$ cat src/rtl/alu_bist_sequencer.sv
// alu_bist_sequencer: drives pseudo-random vectors into an ALU and checks its
// in-order results against a built-in golden model.
module alu_bist_sequencer #(
   parameter int WIDTH   = 8,
   parameter int DEPTH   = 4,
   parameter int TIMEOUT = 64
) (
   input  logic                 clk,
   input  logic                 rst,
   input  logic                 start,
   input  logic [15:0]          num_vectors,
   input  logic [31:0]          seed,
   output logic [WIDTH-1:0]     alu_a,
   output logic [WIDTH-1:0]     alu_b,
   output logic [3:0]           alu_op,
   output logic                 alu_valid_in,
   input  logic [WIDTH-1:0]     alu_result,
   input  logic                 alu_zero,
   input  logic                 alu_overflow,
   input  logic                 alu_valid_out,
   output logic                 busy,
   output logic                 done,
   output logic [15:0]          pass_count,
   output logic [15:0]          fail_count,
   output logic                 timeout_err,
   output logic [4+3*WIDTH-1:0] fail_info
);
   localparam int AW = $clog2(DEPTH);
   localparam int SW = $clog2(WIDTH);
   localparam int TW = $clog2(TIMEOUT + 1);

   typedef enum logic [1:0] {IDLE, ISSUE, DRAIN, DONE} state_t;

   state_t state, state_nx;
   logic [31:0] lfsr, lfsr_nx;
   logic [15:0] nv, issued;
   logic [3:0] op_idx;
   logic [AW:0] cnt;
   logic [AW-1:0] wp, rp;
   logic [TW-1:0] tcnt;
   logic failed;
   logic [3:0] q_op [DEPTH];
   logic [WIDTH-1:0] q_a [DEPTH];
   logic [WIDTH-1:0] q_b [DEPTH];
   logic [WIDTH-1:0] q_r [DEPTH];
   logic q_z [DEPTH];
   logic active, launch, full, tmo, issue, last, chk, head_ok, pop;
   logic [WIDTH-1:0] a_n, b_n, r_n;
   logic [4+3*WIDTH-1:0] fi_n;
   logic unused_ovf;

   function automatic logic [WIDTH-1:0] golden(input logic [3:0] op, input logic [WIDTH-1:0] a,
                                               input logic [WIDTH-1:0] b);
      case (op)
         4'd0: golden = a + b;
         4'd1: golden = a - b;
         4'd2: golden = a & b;
         4'd3: golden = a | b;
         4'd4: golden = a ^ b;
         4'd5: golden = a << b[SW-1:0];
         4'd6: golden = a >> b[SW-1:0];
         4'd7: golden = WIDTH'(a < b);
         4'd8: golden = WIDTH'(a == b);
         default: golden = a;
      endcase
   endfunction

   assign unused_ovf = alu_overflow;
   assign busy = (state == ISSUE) || (state == DRAIN);
   assign done = (state == DONE);

   always_comb begin
      active  = busy;
      launch  = start && (state == IDLE || state == DONE);
      full    = cnt == (AW+1)'(DEPTH);
      tmo     = active && cnt != '0 && !alu_valid_out && tcnt == TW'(TIMEOUT - 1);
      issue   = state == ISSUE && issued < nv && !full && !tmo;
      last    = issue && issued == nv - 16'd1;
      chk     = active && alu_valid_out;
      head_ok = cnt != '0 && alu_result == q_r[rp] && alu_zero == q_z[rp];
      pop     = chk && cnt != '0;
      lfsr_nx = {lfsr[30:0], lfsr[31] ^ lfsr[21] ^ lfsr[1] ^ lfsr[0]};
      a_n     = lfsr[WIDTH-1:0];
      b_n     = lfsr[2*WIDTH-1:WIDTH];
      r_n     = golden(op_idx, a_n, b_n);
      // A result with nothing outstanding is reported with opcode 4'hF.
      fi_n    = cnt != '0 ? {q_op[rp], q_a[rp], q_b[rp], alu_result}
                          : {4'hF, {(2*WIDTH){1'b0}}, alu_result};
   end

   always_comb begin
      state_nx = state;
      case (state)
         IDLE, DONE: if (launch) state_nx = (num_vectors == 16'd0) ? DONE : ISSUE;
         ISSUE:      state_nx = tmo ? DONE : last ? DRAIN : ISSUE;
         DRAIN:      state_nx = (tmo || (cnt == '0 && !alu_valid_out)) ? DONE : DRAIN;
         default:    state_nx = IDLE;
      endcase
   end

   always_ff @(posedge clk or posedge rst) begin
      if (rst) begin
         state        <= IDLE;
         lfsr         <= 32'h1;
         nv           <= '0;
         issued       <= '0;
         op_idx       <= '0;
         cnt          <= '0;
         wp           <= '0;
         rp           <= '0;
         tcnt         <= '0;
         failed       <= 1'b0;
         alu_a        <= '0;
         alu_b        <= '0;
         alu_op       <= '0;
         alu_valid_in <= 1'b0;
         pass_count   <= '0;
         fail_count   <= '0;
         timeout_err  <= 1'b0;
         fail_info    <= '0;
      end else begin
         state        <= state_nx;
         alu_valid_in <= issue;
         if (launch) begin
            lfsr        <= (seed == 32'h0) ? 32'h1 : seed;
            nv          <= num_vectors;
            issued      <= '0;
            op_idx      <= '0;
            cnt         <= '0;
            wp          <= '0;
            rp          <= '0;
            tcnt        <= '0;
            failed      <= 1'b0;
            pass_count  <= '0;
            fail_count  <= '0;
            timeout_err <= 1'b0;
            fail_info   <= '0;
         end else begin
            if (issue) begin
               alu_a  <= a_n;
               alu_b  <= b_n;
               alu_op <= op_idx;
               lfsr   <= lfsr_nx;
               op_idx <= (op_idx == 4'd9) ? 4'd0 : op_idx + 4'd1;
               issued <= issued + 16'd1;
            end
            cnt  <= tmo ? '0 : cnt + (AW+1)'(issue) - (AW+1)'(pop);
            wp   <= tmo ? '0 : wp + AW'(issue);
            rp   <= tmo ? '0 : rp + AW'(pop);
            tcnt <= (!active || cnt == '0 || alu_valid_out) ? '0 : tcnt + TW'(1);
            if (tmo) timeout_err <= 1'b1;
            if (chk && head_ok && pass_count != 16'hFFFF) pass_count <= pass_count + 16'd1;
            if (chk && !head_ok) begin
               if (fail_count != 16'hFFFF) fail_count <= fail_count + 16'd1;
               if (!failed) fail_info <= fi_n;
               failed <= 1'b1;
            end
         end
      end
   end

   always_ff @(posedge clk) begin
      if (issue) begin
         q_op[wp] <= op_idx;
         q_a[wp]  <= a_n;
         q_b[wp]  <= b_n;
         q_r[wp]  <= r_n;
         q_z[wp]  <= (r_n == '0);
      end
   end
endmodule

$ cat config.mk
export PLATFORM = sky130hd
export DESIGN_NAME = alu_bist_sequencer
export DESIGN_NICKNAME = d
export VERILOG_FILES = /design/src/rtl/alu_bist_sequencer.sv
export SDC_FILE = /design/constraint.sdc
export NUM_CORES = 1
export LEC_CHECK = 0
export ABC_CLOCK_PERIOD_IN_PS = 7000
export BUFFER_PORTS_ARGS = -buffer_cell sky130_fd_sc_hd__buf_2
export CORE_ASPECT_RATIO = 0.5
export CORE_MARGIN = 2
export CORE_UTILIZATION = 41
export DETAILED_ROUTE_END_ITERATION = 10
export HOLD_SLACK_MARGIN = 0.15
export MAX_ROUTING_LAYER = met4
export SLEW_MARGIN = 20
export SYNTH_ARGS = -nofsm -noshare
export SYNTH_HDL_FRONTEND = slang
export SYNTH_SLANG_ARGS = --single-unit
$ cat constraint.sdc
create_clock -name clk -period 7 [get_ports clk]
set_input_delay 1.05 -clock clk [delete_from_list [all_inputs] [get_ports clk]]
set_output_delay 1.05 -clock clk [all_outputs]
set_load 0.01 [all_outputs]
# Yosys cells after proc, flatten, opt, wreduce, memory -nomap -nowiden
# Memories as Yosys holds them, arrays and structs flattened.
# Index checks and enable logic that the tools add are counted.
[totals]
regBits = 167
mem_bits_rw = 116
elab_cells = 148
memories = 5
[classes]
addsub = 12
magnitude_cmp = 2
n_eq_ne = 22
shifts = 2
n_mux = 38
n_bitwise = 7
n_reduce_logical = 42
[mem_list]
columns = ["memory", "words", "width", "rd", "rd_ports_with_merged_regs", "wr", "line", "text"]
rows = [
  ["q_a", 4, 8, 1, 0, 1, "43", "logic [WIDTH-1:0] q_a [DEPTH];"],
  ["q_b", 4, 8, 1, 0, 1, "44", "logic [WIDTH-1:0] q_b [DEPTH];"],
  ["q_r", 4, 8, 1, 0, 1, "45", "logic [WIDTH-1:0] q_r [DEPTH];"],
  ["q_op", 4, 4, 1, 0, 1, "42", "logic [3:0] q_op [DEPTH];"],
  ["q_z", 4, 1, 1, 0, 1, "46", "logic q_z [DEPTH];"],
]
[ops]
columns = ["operator", "count"]
rows = [
  ["$mux W16", 7],
  ["$mux W28", 4],
  ["$mux W32", 3],
  ["$pmux W8 S9", 1],
  ["$add A16 B1 Y16 const B", 3],
  ["$logic_not A32 Y1", 1],
  ["$ne A16 B16 Y1 const B", 2],
  ["$eq A16 B16 Y1", 1],
  ["$eq A4 B3 Y1 const B", 4],
  ["$eq A8 B8 Y1", 2],
  ["$logic_and A1 B1 Y1", 16],
  ["$logic_not A16 Y1", 1],
  ["$lt A16 B16 Y1", 1],
  ["$mux W2", 8],
  ["$sub A16 B1 Y16 const B", 1],
  ["$mux W7", 2],
  ["$mux W4", 3],
  ["$reduce_bool A2 Y1", 5],
  ["$add A8 B8 Y8", 1],
  ["$and A8 B8 Y8", 1],
  ["$eq A4 B2 Y1 const B", 2],
  ["$eq A4 B4 Y1 const B", 2],
  ["$logic_not A8 Y1", 1],
  ["$lt A8 B8 Y1", 1],
  ["other kinds (31)", 52],
]

# Logic depth before layout (Yosys ltp)
[depth]
depth_word = 11
depth_mapped = 17

# Worst setup path after synthesis
# OpenSTA, ideal clock, no wires.
[synth_path]
kind = "input-to-reg"
from = "input port alu_valid_out"
to = "memory q_a[2][0] (enable)"
setup_time_ns = 0.458
arrival_ns = 4.374
path_slack_ns = 2.169
stages = 8
n_path_buf = 3
path_cell_list = "or3_1 -> clkbuf_1 -> or3_1 -> and3_1 -> o21ai_2 -> buf_2 -> buf_2 -> nor3b_1"
[synth_via]
elab_chain_cells = 7
[synth_lines]
columns = ["element", "line", "text"]
rows = [
  ["start, declared", "20", "input logic alu_valid_out,"],
  ["$logic_not A1 Y1", "76", "tmo = active && cnt != '0 && !alu_valid_out && tcnt == TW'(TIMEOUT - 1);"],
  ["$logic_and A1 B1 Y1 (2 in series)", "76", ""],
  ["$logic_not A1 Y1", "77", "issue = state == ISSUE && issued < nv && !full && !tmo;"],
  ["$logic_and A1 B1 Y1", "77", ""],
  ["$mux W1", "163", "if (issue) begin"],
  ["$mux W1 (implied by the code)", "165", "q_a[wp] <= a_n;"],
  ["end, declared", "43", ""],
]
# Every way passes these cells.

# Worst setup path after layout
[layout_path]
from = "register state[0]"
to = "memory q_a[3][3] (enable)"
[layout_via]
elab_chain_cells = 9
word_cells_on_any_way = 12
[layout_lines]
columns = ["element", "line", "text"]
rows = [
  ["start, declared", "34", "state_t state, state_nx;"],
  ["start signal, assigned", "122", "state <= state_nx;"],
  ["$eq A2 B1 Y1 / $eq A2 B2 Y1 (equally long branches)", "69, 77", ""],
  ["$logic_or A1 B1 Y1", "69", "assign busy = (state == ISSUE) || (state == DRAIN);"],
  ["$logic_and A1 B1 Y1 (3 in series)", "76", ""],
  ["$logic_not A1 Y1", "77", ""],
  ["$logic_and A1 B1 Y1 *", "77", ""],
  ["$mux W1 *", "163", ""],
  ["$mux W1 (implied by the code) *", "165", ""],
]
# Every way passes the cells marked *; elsewhere a longest branch is shown, timed or not.

==> impl_metrics.csv <==
group,metric,value,unit
global_route,grt_max_degree,109,
worst_setup_path,cp_max_fo,59,
detailed_routing,drcViolationCount,0,
worst_setup_path,crit_slowest_cell,"and3_2",
placement,routabilityCongestion,0.9051,
power,pwr-share-seq,36.4,%
floorplan,rows,48,
clock_tree,insertion_delay,0.55,ns
worst_setup_path,crit_type,"flip-flop to flip-flop",
sta,tightest_slew,1.042,ns
sta,finalSetupViolCount,0,
clock_tree,postCtsSetupRepairBufs,0,
synth,synthAdderAreaFrac,4.926,%
power,switching_share,41.56,%
sta,finalHoldViolCount,0,
floorplan,die_h,137.8,µm
power,power_frac_clock,19.3,%
synth,yosys_register_bits,283,
worst_setup_path,path_cells,"inv_1 -> ha_1 -> or3_1 -> or3_1 -> and3_1 -> o21ai_4 -> buf_4 -> inv_2 -> and3_2",
detailed_routing,antenna_left,0,
min_path,worstHoldStart,"tcnt[0]$_DFF_PP0_",
floorplan,core,34890,µm²
finish,drive_gt1_share,17.40,%
sta,slew_violations,0,
sta,fin_crit_sh,60.12,%
finish,area_growth,14.48,%
outcome,status,"completed",
synth,synth_top_family_by_area,"simple AND/OR/NAND/NOR gates",
synth,synth_compound_area_share,10.56,%
flow_run,maxCapViolations,0,
power,p_int,4.545,mW
detailed_routing,routedWlPerCell,19.10,µm
sta,rsz0062_at_grt,"false",
synth,synth-simple-area-share,17.11,%
placement,dp_hpwl,26380,µm
detailed_routing,first_pass_iters,5,
synth,synth_fp_nets,1499,
worst_setup_path,cpMostUsedCell,"or3_1",
synth,syn_area,14680,µm²
clock_tree,cts-resized-gates,0,
sta,setup_ws,2.791,ns
detailed_routing,drt_iter0_drc,802,
synth,synth-seq-area-share,52.20,%
finish,finalNetCount,1619,
power,peakVddDrop,0.1803,mV
clock_tree,clockBufferDepth,3,
power,power.net_switching,3.232,mW
sta,fin_crit,4.209,ns
detailed_routing,routed_wl,38170,µm
clock_tree,postCtsHoldBufs,0,
worst_setup_path,start_kind,"flip-flop",
global_route,grt_pass1_wl,60510,µm
synth,synth.mux.area_fraction,6.818,%
worst_setup_path,max_stage_delay,0.63,ns
worst_setup_path,worstPathRequired,7.18,ns
power,combPwrFrac,44.3,%
worst_setup_path,arrival,4.39,ns
clock_tree,htreeDepth,1,
sta,fin_skew,0.01636,ns
min_path,worstHoldPathType,"flip-flop to flip-flop",
global_route,grt_pass1_vias,11050,
global_route,antenna_found_initial,0,
placement,place_ws,2.507,ns
clock_tree,clkTransAtPathRegs,0.06,ns
worst_setup_path,cp-end-kind,"flip-flop",
global_route,grt_util_all_layers,21.05,%
synth,synthArstFlopShare,59.01,%
synth,synth_edf_count,116,
floorplan,start_util,42.07,%
sta,tns,0,ns
synth,ys.flop_type,"dfrtp_1",
floorplan,die_w,271.6,µm
synth,synth_xor_area_share,4.892,%
finish,num_antenna_cells,0,
worst_setup_path,startpoint,"state[0]$_DFFE_PP0P_",
sta,fmax,0.2376,GHz
synth,synth_cell_types,73,
sta,slew_headroom,30.55,%
floorplan,die_area,37430,µm²
global_route,overflow,0,
clock_tree,cts_tree,"done",
clock_tree,clock_sinks,283,
detailed_routing,routed_via_density,5.547,
worst_setup_path,timing.rr.start,"state[0]$_DFFE_PP0P_",
clock_tree,clock_tree.root_cell,"clkbuf_16",
synth,synth_area_per_cell,10.63,µm²
synth,synthCells,1381,
placement,port_buffers,144,
power,p_per_area,462.8,nW/µm²
power,p_leak,6.995,nW
floorplan,ios,146,
detailed_routing,vias,11080,
synth,ys_warn_count,0,
clock_tree,cts-buffers-inserted,28,
state kept, by name, indices dropped and copies added (netlist names):
signal,cells
lfsr,32
q_a,32
q_b,32
q_r,32
fail_info,28
fail_count,16
issued,16
nv,16
pass_count,16
q_op,16
alu_a,8
alu_b,8
tcnt,7
alu_op,4
op_idx,4
q_z,4
cnt,3
rp,2
state,2
wp,2
alu_valid_in,1
failed,1
timeout_err,1
routing by layer:
layer / part of all wire [%] / up-vias / global-route usage (%)
met2: 47 / 268 / 34.40
li1: - / 5226 / -
met1: 46 / 5531 / 27.91
met5: 0 / - / -
met4: 2.1 / 0 / 5.159
met3: 4.4 / 58 / 3.120
worst paths after layout:
| kind | cells past startpoint | end | slack (ns) |
|---|---|---|---|
| worst max-delay path | 9 | q_a[3][3]$_DFFE_PP_ | 2.79 |
| worst min-delay path | 1 | tcnt[0]$_DFF_PP0_ | 0.46 |
| worst max register to register | 9 | q_a[3][3]$_DFFE_PP_ | 2.79 |
| worst min register to register | 1 | tcnt[0]$_DFF_PP0_ | 0.46 |
| max in group asynchronous | 3 | lfsr[11]$_DFFE_PP0P_ | 5.03 |
| min in group asynchronous | 2 | pass_count[6]$_DFFE_PP0P_ | 0.65 |
cells in the final DEF, fill, tap and decap left out, types with 7 or more instances in the layout:
| cell | count |
|---|---|
| and3_1 | 20 |
| nor2b_1 | 13 |
| buf_4 | 20 |
| nor4b_1 | 9 |
| clkbuf_16 | 29 |
| nand2b_1 | 22 |
| mux2i_1 | 28 |
| edfxtp_1 | 116 |
| mux4_2 | 30 |
| nor4_1 | 18 |
| nand4_1 | 21 |
| o21ai_0 | 111 |
| inv_1 | 53 |
| a211oi_1 | 7 |
| dfrtp_1 | 165 |
| a31oi_1 | 24 |
| or3_1 | 16 |
| nor2_1 | 116 |
| nor3_1 | 33 |
| xnor2_1 | 56 |
| buf_2 | 144 |
| nand2_1 | 139 |
| xor2_1 | 26 |
| nand3_1 | 65 |
| ha_1 | 53 |
| a21oi_1 | 56 |
stage by stage:
| stage | instances | utilization, % | hold slack, ns | cell area [µm²] | power, mW |
|---|---|---|---|---|---|
| after floorplan | 1381 | - | 0.4329 | 14680 | 5.197 |
| after global placement | 1946 | 45.51 | 0.4501 | 15880 | 6.198 |
| after detailed placement | 1946 | 45.51 | 0.4622 | 15880 | 6.291 |
| after CTS | 1998 | 48.16 | 0.4707 | 16800 | 7.818 |
| after global routing | 1998 | 48.16 | 0.4850 | 16810 | 8.335 |
| final | 1998 | 48.16 | 0.4649 | 16810 | 7.778 |
power groups by stage:
stage | Combinational [mW] | Sequential (mW) | Clock, mW
finish | 3.44 | 2.83 | 1.50
floorplan | 2.45 | 2.75 | 0
CTS | 3.45 | 2.82 | 1.54
global route | 3.83 | 2.89 | 1.61
global placement | 3.37 | 2.83 | 0
detailed placement | 3.44 | 2.85 | 0
cells in the mapped netlist, types with 6 or more instances:
cell type	count	share of area (%)
a31oi_1	24	1.0
inv_1	54	1.4
buf_2	10	0.34
buf_1	10	0.26
a211oi_1	7	0.36
nand2b_1	22	0.94
dfrtp_1	166	28
o31ai_1	6	0.31
ha_1	53	4.5
nor3b_1	7	0.36
mux2i_1	28	1.9
a21oi_1	56	1.9
xor2_1	26	1.6
mux4_2	30	4.6
and3_1	21	0.89
nor4_1	18	0.77
clkbuf_1	52	1.3
nor2_1	117	3.0
o211ai_1	6	0.31
nor4b_1	9	0.54
a22oi_1	6	0.31
edfxtp_1	116	24
nand3_1	65	2.2
nor2b_1	13	0.55
o21ai_0	111	3.8
nand2_1	140	3.6
xnor2_1	56	3.3
nor3_1	35	1.2
and2_1	7	0.30
nand4_1	21	0.89
or3_1	16	0.68
final cells by class:
| class | instances | area, µm² |
|---|---|---|
| Clock buffer | 34 | 764.5 |
| Clock inverter | 18 | 157.7 |
| Inverter | 56 | 217.7 |
| Fill cell | 3204 | 18090 |
| Sequential cell | 283 | 7665 |
| Multi-Input combinational cell | 968 | 6536 |
| Tap cell | 475 | 594.3 |
| Timing Repair Buffer | 164 | 870.8 |
critical path, delay by kind of cell, from the launching register on:
family,cells,cell delay [ns]
AOI/OAI and AO/OA,1,0.06
adders and majority gates,1,0.37
buffers and inverters,3,1.02
DFF,1,0.39
and+or+nand+nor,4,1.91
kinds of logic (layout without fill, tap and decap cells):
family                     count (synthesis)  count (layout)
buffers and inverters                    130             272
muxes                                     62              62
xor gates and xnor gates                  82              82
and+or+nand+nor                          509             509
AOI/OAI and AO/OA                        259             259
DFF                                      283             283
adders and majority gates                 56              56
No activity file was read; power rests on OpenSTA's default activity.
